## src/rtl/mips_pkg.sv

```systemverilog
// Shared types and widths for the MIPS-subset pipeline slice.
package mips_pkg;

    localparam int WORD_W     = 32;
    localparam int REG_ADDR_W = 5;

    typedef enum logic [1:0] {
        IDLE = 2'd0,
        WAIT = 2'd1,
        DONE = 2'd2
    } mem_state_e;

endpackage

```

## src/rtl/mem_wait_counter.sv

```systemverilog
// Clearable up-counter with a terminal-count flag; used to bound how long a
// memory access may sit waiting for its acknowledge.
module mem_wait_counter #(
    parameter int CNT_W    = 5,
    parameter int TERMINAL = 16
) (
    input  logic clk,
    input  logic rst_n,
    input  logic clr,
    input  logic en,
    output logic tc
);

    logic [CNT_W-1:0] count_r;

    // Count enabled cycles, restarting whenever the waiting phase is left.
    always_ff @(posedge clk or negedge rst_n) begin
        if (!rst_n) begin
            count_r <= {CNT_W{1'b0}};
        end else if (clr) begin
            count_r <= {CNT_W{1'b0}};
        end else if (en) begin
            count_r <= count_r + CNT_W'(1);
        end else begin
            count_r <= count_r;
        end
    end

    // Flag fires during the TERMINAL-th enabled cycle so the owner can leave on that edge.
    always_comb begin
        tc = en & (count_r == CNT_W'(TERMINAL - 1));
    end

endmodule

```

## src/rtl/mem_access_stage.sv

```systemverilog
// MEM-stage controller: word loads/stores over a req/ack data memory with
// upstream stall. Optional access timeout enabled by defining MEM_TIMEOUT_EN.
module mem_access_stage
    import mips_pkg::*;
#(
    parameter int TIMEOUT = 16
) (
    input  logic                  clk,
    input  logic                  init_n,
    input  logic                  valid,
    input  logic                  MemRead,
    input  logic                  MemWrite,
    input  logic                  MemReg,
    input  logic                  RegW,
    input  logic [WORD_W-1:0]     ALUresult,
    input  logic [WORD_W-1:0]     writeData,
    input  logic [REG_ADDR_W-1:0] RegDestination,
    output logic                  mem_req,
    output logic                  mem_we,
    output logic [WORD_W-1:0]     mem_addr,
    output logic [WORD_W-1:0]     mem_wdata,
    input  logic                  mem_ack,
    input  logic [WORD_W-1:0]     mem_rdata,
    output logic                  stall_o,
    output logic                  mem_err,
    output logic                  MemReg_o,
    output logic                  RegW_o,
    output logic [WORD_W-1:0]     dataRead_o,
    output logic [WORD_W-1:0]     ALUresult_o,
    output logic [REG_ADDR_W-1:0] RegDestination_o
);

    mem_state_e        state_r;
    logic [WORD_W-1:0] rdata_r;
    logic              aborted_r;
    logic              access_s;
    logic              illegal_s;
    logic              misaligned_s;
    logic              timeout_s;

    assign access_s     = valid & (MemRead ^ MemWrite);
    assign illegal_s    = valid & MemRead & MemWrite;
    assign misaligned_s = access_s & (ALUresult[1:0] != 2'b00);

`ifdef MEM_TIMEOUT_EN
    mem_wait_counter #(
        .CNT_W    ($clog2(TIMEOUT) + 1),
        .TERMINAL (TIMEOUT)
    ) u_wait_counter (
        .clk   (clk),
        .rst_n (init_n),
        .clr   (state_r != WAIT),
        .en    (state_r == WAIT),
        .tc    (timeout_s)
    );
`else
    assign timeout_s = 1'b0;
`endif

    // Access sequencing plus the registered memory-request outputs.
    always_ff @(posedge clk or negedge init_n) begin
        if (!init_n) begin
            state_r   <= IDLE;
            mem_req   <= 1'b0;
            mem_we    <= 1'b0;
            mem_addr  <= {WORD_W{1'b0}};
            mem_wdata <= {WORD_W{1'b0}};
            rdata_r   <= {WORD_W{1'b0}};
            aborted_r <= 1'b0;
        end else begin
            case (state_r)
                IDLE: begin
                    aborted_r <= 1'b0;
                    if (access_s && !misaligned_s) begin
                        mem_req   <= 1'b1;
                        mem_we    <= MemWrite;
                        mem_addr  <= ALUresult;
                        mem_wdata <= writeData;
                        state_r   <= WAIT;
                    end else begin
                        state_r   <= IDLE;
                    end
                end
                WAIT: begin
                    // A same-cycle ack wins over the timeout.
                    if (mem_ack) begin
                        if (!mem_we) begin
                            rdata_r <= mem_rdata;
                        end
                        mem_req <= 1'b0;
                        state_r <= DONE;
                    end else if (timeout_s) begin
                        mem_req   <= 1'b0;
                        aborted_r <= 1'b1;
                        state_r   <= DONE;
                    end else begin
                        state_r <= WAIT;
                    end
                end
                DONE: begin
                    aborted_r <= 1'b0;
                    state_r   <= IDLE;
                end
                default: begin
                    mem_req   <= 1'b0;
                    aborted_r <= 1'b0;
                    state_r   <= IDLE;
                end
            endcase
        end
    end

    // MEM/WB-facing fields and stall; outstanding accesses present a bubble.
    always_comb begin
        stall_o          = 1'b0;
        mem_err          = 1'b0;
        RegW_o           = 1'b0;
        MemReg_o         = 1'b0;
        dataRead_o       = {WORD_W{1'b0}};
        ALUresult_o      = ALUresult;
        RegDestination_o = RegDestination;
        case (state_r)
            IDLE: begin
                if (illegal_s || misaligned_s) begin
                    mem_err = 1'b1;
                end else if (access_s) begin
                    stall_o = 1'b1;
                end else begin
                    RegW_o   = RegW & valid;
                    MemReg_o = MemReg & valid;
                end
            end
            WAIT: begin
                stall_o = 1'b1;
            end
            DONE: begin
                if (aborted_r) begin
                    mem_err = 1'b1;
                end else begin
                    RegW_o     = RegW & valid;
                    MemReg_o   = MemReg & valid;
                    dataRead_o = rdata_r;
                end
            end
            default: begin
                stall_o = 1'b0;
            end
        endcase
    end

endmodule

```

## config.mk

```make
export PLATFORM = sky130hd
export DESIGN_NAME = mem_access_stage
export DESIGN_NICKNAME = d
export VERILOG_FILES = /design/src/rtl/mips_pkg.sv /design/src/rtl/mem_wait_counter.sv /design/src/rtl/mem_access_stage.sv
export SDC_FILE = /design/constraint.sdc
export NUM_CORES = 1
export LEC_CHECK = 0
export CORE_ASPECT_RATIO = 2
export CORE_MARGIN = 10
export CORE_UTILIZATION = 39
export CTS_CLUSTER_DIAMETER = 120
export DETAILED_ROUTE_END_ITERATION = 10
export PLACE_DENSITY = 0.82
export REMOVE_ABC_BUFFERS = 1
export SLEW_MARGIN = 40
export SYNTH_ARGS = -nofsm -noshare
export SYNTH_HDL_FRONTEND = slang
export SYNTH_SLANG_ARGS = --single-unit
```

## constraint.sdc

```tcl
create_clock -name clk -period 2.2 [get_ports clk]
set_clock_uncertainty 0.15 [all_clocks]
set_input_delay 0.33 -clock clk [delete_from_list [all_inputs] [get_ports clk]]
set_output_delay 0.33 -clock clk [all_outputs]
set_load 0.01 [all_outputs]
```

==> impl_metrics.csv <==
group,metric,value,unit
outcome,status,"completed",
pwr,p_comb_share,33.8,%
cts,clk_pin_slew,70,ps
final_layout,drive_gt1_share,26.2,%
global_route,grt.total_usage,16.4,%
die,initial_core_util,40.1,%
synthesis,synth_edf_count,0,
cts,clkLatencyLatePin,330,ps
detailed_routing,antenna_left,0,
die,coreArea,10900,µm²
synthesis,synth.distinct_cells,23,
placement,port_buffers,237,
detailed_routing,highest_layer,"met4",
synthesis,ys_ff_latch,100,
synthesis,async_flop_share,100,%
placement,routabilityCongestion,0.752,
global_route,grt_pass1_wl,20300,µm
detailed_routing,drt-total-wl,13300,µm
pwr,p_int,4.76,mW
cts,cts_root_buf,"clkbuf_16",
detailed_routing,dr.pass1.iters,4,
die,rows,54,
min_path,hold_path_class,"in2async",
synthesis,synth_area_per_cell,14.4,µm²
setup_path,crit_fanout,16,
pwr,power.net_switching,1.75,mW
timing,relSlewSlack,76.9,%
detailed_routing,drc,0,
pwr,p_leak,3.19,nW
synthesis,yosys.cell_count.top_type,"dfrtp_1",
synthesis,synth_top_area_share,57.1,%
global_route,antenna_found_initial,1,
cts,cts.sinks,100,
job,cap_violations,0,
timing,fin_crit_sh,96.7,%
synthesis,synth_top_cells_by_count,"100 x dfrtp_1, 67 x mux2_2, 41 x buf_4, 34 x and2_1, 26 x mux2_4",
detailed_routing,avgRoutedWirePerCell,20.1,µm
timing,maxSlewViolCount,0,
final_layout,final_nets,626,
synthesis,synthTopCellsByArea,"dfrtp_1 57%, mux2_2 17%, mux2_4 8.9%",
pwr,power.total,6.51,mW
global_route,grt_start_max_net_pins,46,
pwr,seqPwrFrac,43.4,%
setup_path,startpoint_type,"register",
timing,rsz0062_at_grt,"no",
synthesis,yosys.area.top_type,"dfrtp_1",
setup_path,cp.required,1720,ps
pwr,power_density,921,nW/µm²
detailed_routing,wl_met3,1200,µm
pwr,swShare,26.9,%
final_layout,finish.utilization,64.6,%
synthesis,syn-cell-area,4390,µm²
die,io_pins,248,
timing,tightest_slew,346,ps
pwr,ir_drop,0.607,mV
timing,fin_tns_setup,0,ps
final_layout,area_growth,61.3,%
detailed_routing,via_per_inst,4.70,
synthesis,syn_inst,304,
timing,hold_viol,0,
detailed_routing,wl_met1,4320,µm
detailed_routing,vias,3113,
setup_path,crit_type,"reg2out",
pwr,clock_power_share,22.8,%
die,dieArea,16100,µm²
die,die_h,170,µm
detailed_routing,drt-initial-drc-count,37,
detailed_routing,wl_met2,7400,µm
cts,h-tree-depth,3,
placement,place_hpwl,10700,µm
cts,cts_tree,"built",
timing,fmax,0.470,GHz
placement,dpl_cell_area,6730,µm²
timing,setup_viol,0,
cts,clock_path_buffers,2,
timing,period_needed,2130,ps
global_route,grt_overflow,0,
cts,cts_buffers,9,
timing,fin_hold_ws,310,ps
synthesis,yosysSeqAreaShare,57.1,%
setup_path,critical_path_arrival,1650,ps
global_route,grt_pass1_vias,3605,
setup_path,crit_path_end_kind,"primary output",
final_layout,final_cell_area,7070,µm²
synthesis,ys_warn_count,0,
synthesis,synth-main-ff-cell,"dfrtp_1",
die,die_w,95.0,µm
metal layers:
metal	global-route usage, %	vias up
li1	-	1417
met1	15.4	1521
met2	30.2	154
met3	6.52	21
met4	6.94	0
met5	0	-
metrics by stage:
stage / instances / setup WS, ps
2_1_floorplan: 253 / -1450
3_3_place_gp: 642 / -106
3_5_place_dp: 642 / -147
4_1_cts: 661 / 2.12
5_1_grt: 663 / 5.00
6_report: 663 / 72.4
placed cells by master, fill, tap and decap left out, drive strengths merged:
master,netlist,layout
diode,0,1
xor2,1,1
nand3,1,1
inv,2,3
a31oi,1,1
nor3b,1,1
nor2,5,5
and3b,1,1
dlygate4sd3,0,1
o31ai,1,1
a21boi,1,1
clkbuf,4,12
clkdlybuf4s50,0,199
buf,47,15
nand2,2,2
dlygate4sd2,0,19
dlymetal6s2s,0,2
mux2,95,95
nand2b,1,1
clkinvlp,0,1
bufbuf,0,1
nor2b,3,3
clkdlybuf4s15,0,16
and2,34,34
clkinv,0,2
dfrtp,100,100
o21ai,4,4
cell families after synthesis:
family / synth area share [%]
AND/OR/NAND/NOR: 6.51
flip-flops: 57.1
multiplexers: 26.6
AO/OA/AOI/OAI: 0.942
buffers and inverters: 8.67
XOR/XNOR: 0.200
worst max-delay path, stage by stage, from the launching register on:
cell	delay [ps]
dfrtp_2	460
nor2b_4	150
buf_4	140
buf_12	130
and2_1	150
dlygate4sd2_1	280
state kept, by name, summed over array words and instances, names as in the netlist:
register / count
mem_addr: 32
mem_req: 1
mem_wdata: 32
mem_we: 1
rdata_r: 32
state_r: 2
final cells by class:
| type | instances | area [µm²] |
|---|---|---|
| diodes | 1 | 2.50 |
| flip-flops and latches | 100 | 2500 |
| fillers | 853 | 3870 |
| inverters | 2 | 7.51 |
| clock inverters | 4 | 33.8 |
| multi-input cells | 151 | 1530 |
| repair buffers | 253 | 2570 |
| clock buffers | 12 | 246 |
| well taps | 140 | 175 |
worst paths after layout:
kind	start	slack, ps	depth (start not counted)	to
max reg2reg	state_r[1]	440	4	rdata_r[20]
max	state_r[1]	70	5	dataRead_o[16]
min in group clk	mem_addr[1]	340	1	mem_addr[1]
min reg2reg	mem_addr[1]	340	1	mem_addr[1]
max in group asynchronous	init_n	980	3	mem_wdata[8]
min	init_n	310	2	rdata_r[23]
repair_timing:
action                                  CTS  global route
cloned                                    1             0
endpoints found under the setup margin   36            18
gates resized for setup                  64             2
pin swaps                                 1             0
setup buffers                             1             1
hold endpoints to repair                 23             0
hold buffers                              1             0
power groups by stage:
stage          clock, mW  sequential, mW  combinational, mW
2_1_floorplan          0            2.96              0.742
3_3_place_gp           0            2.81               2.18
3_5_place_dp           0            2.86               2.24
4_1_cts             1.54            2.83               2.25
5_1_grt             1.60            2.91               2.35
6_report            1.49            2.83               2.20
No activity file was read; power rests on OpenSTA's default activity.
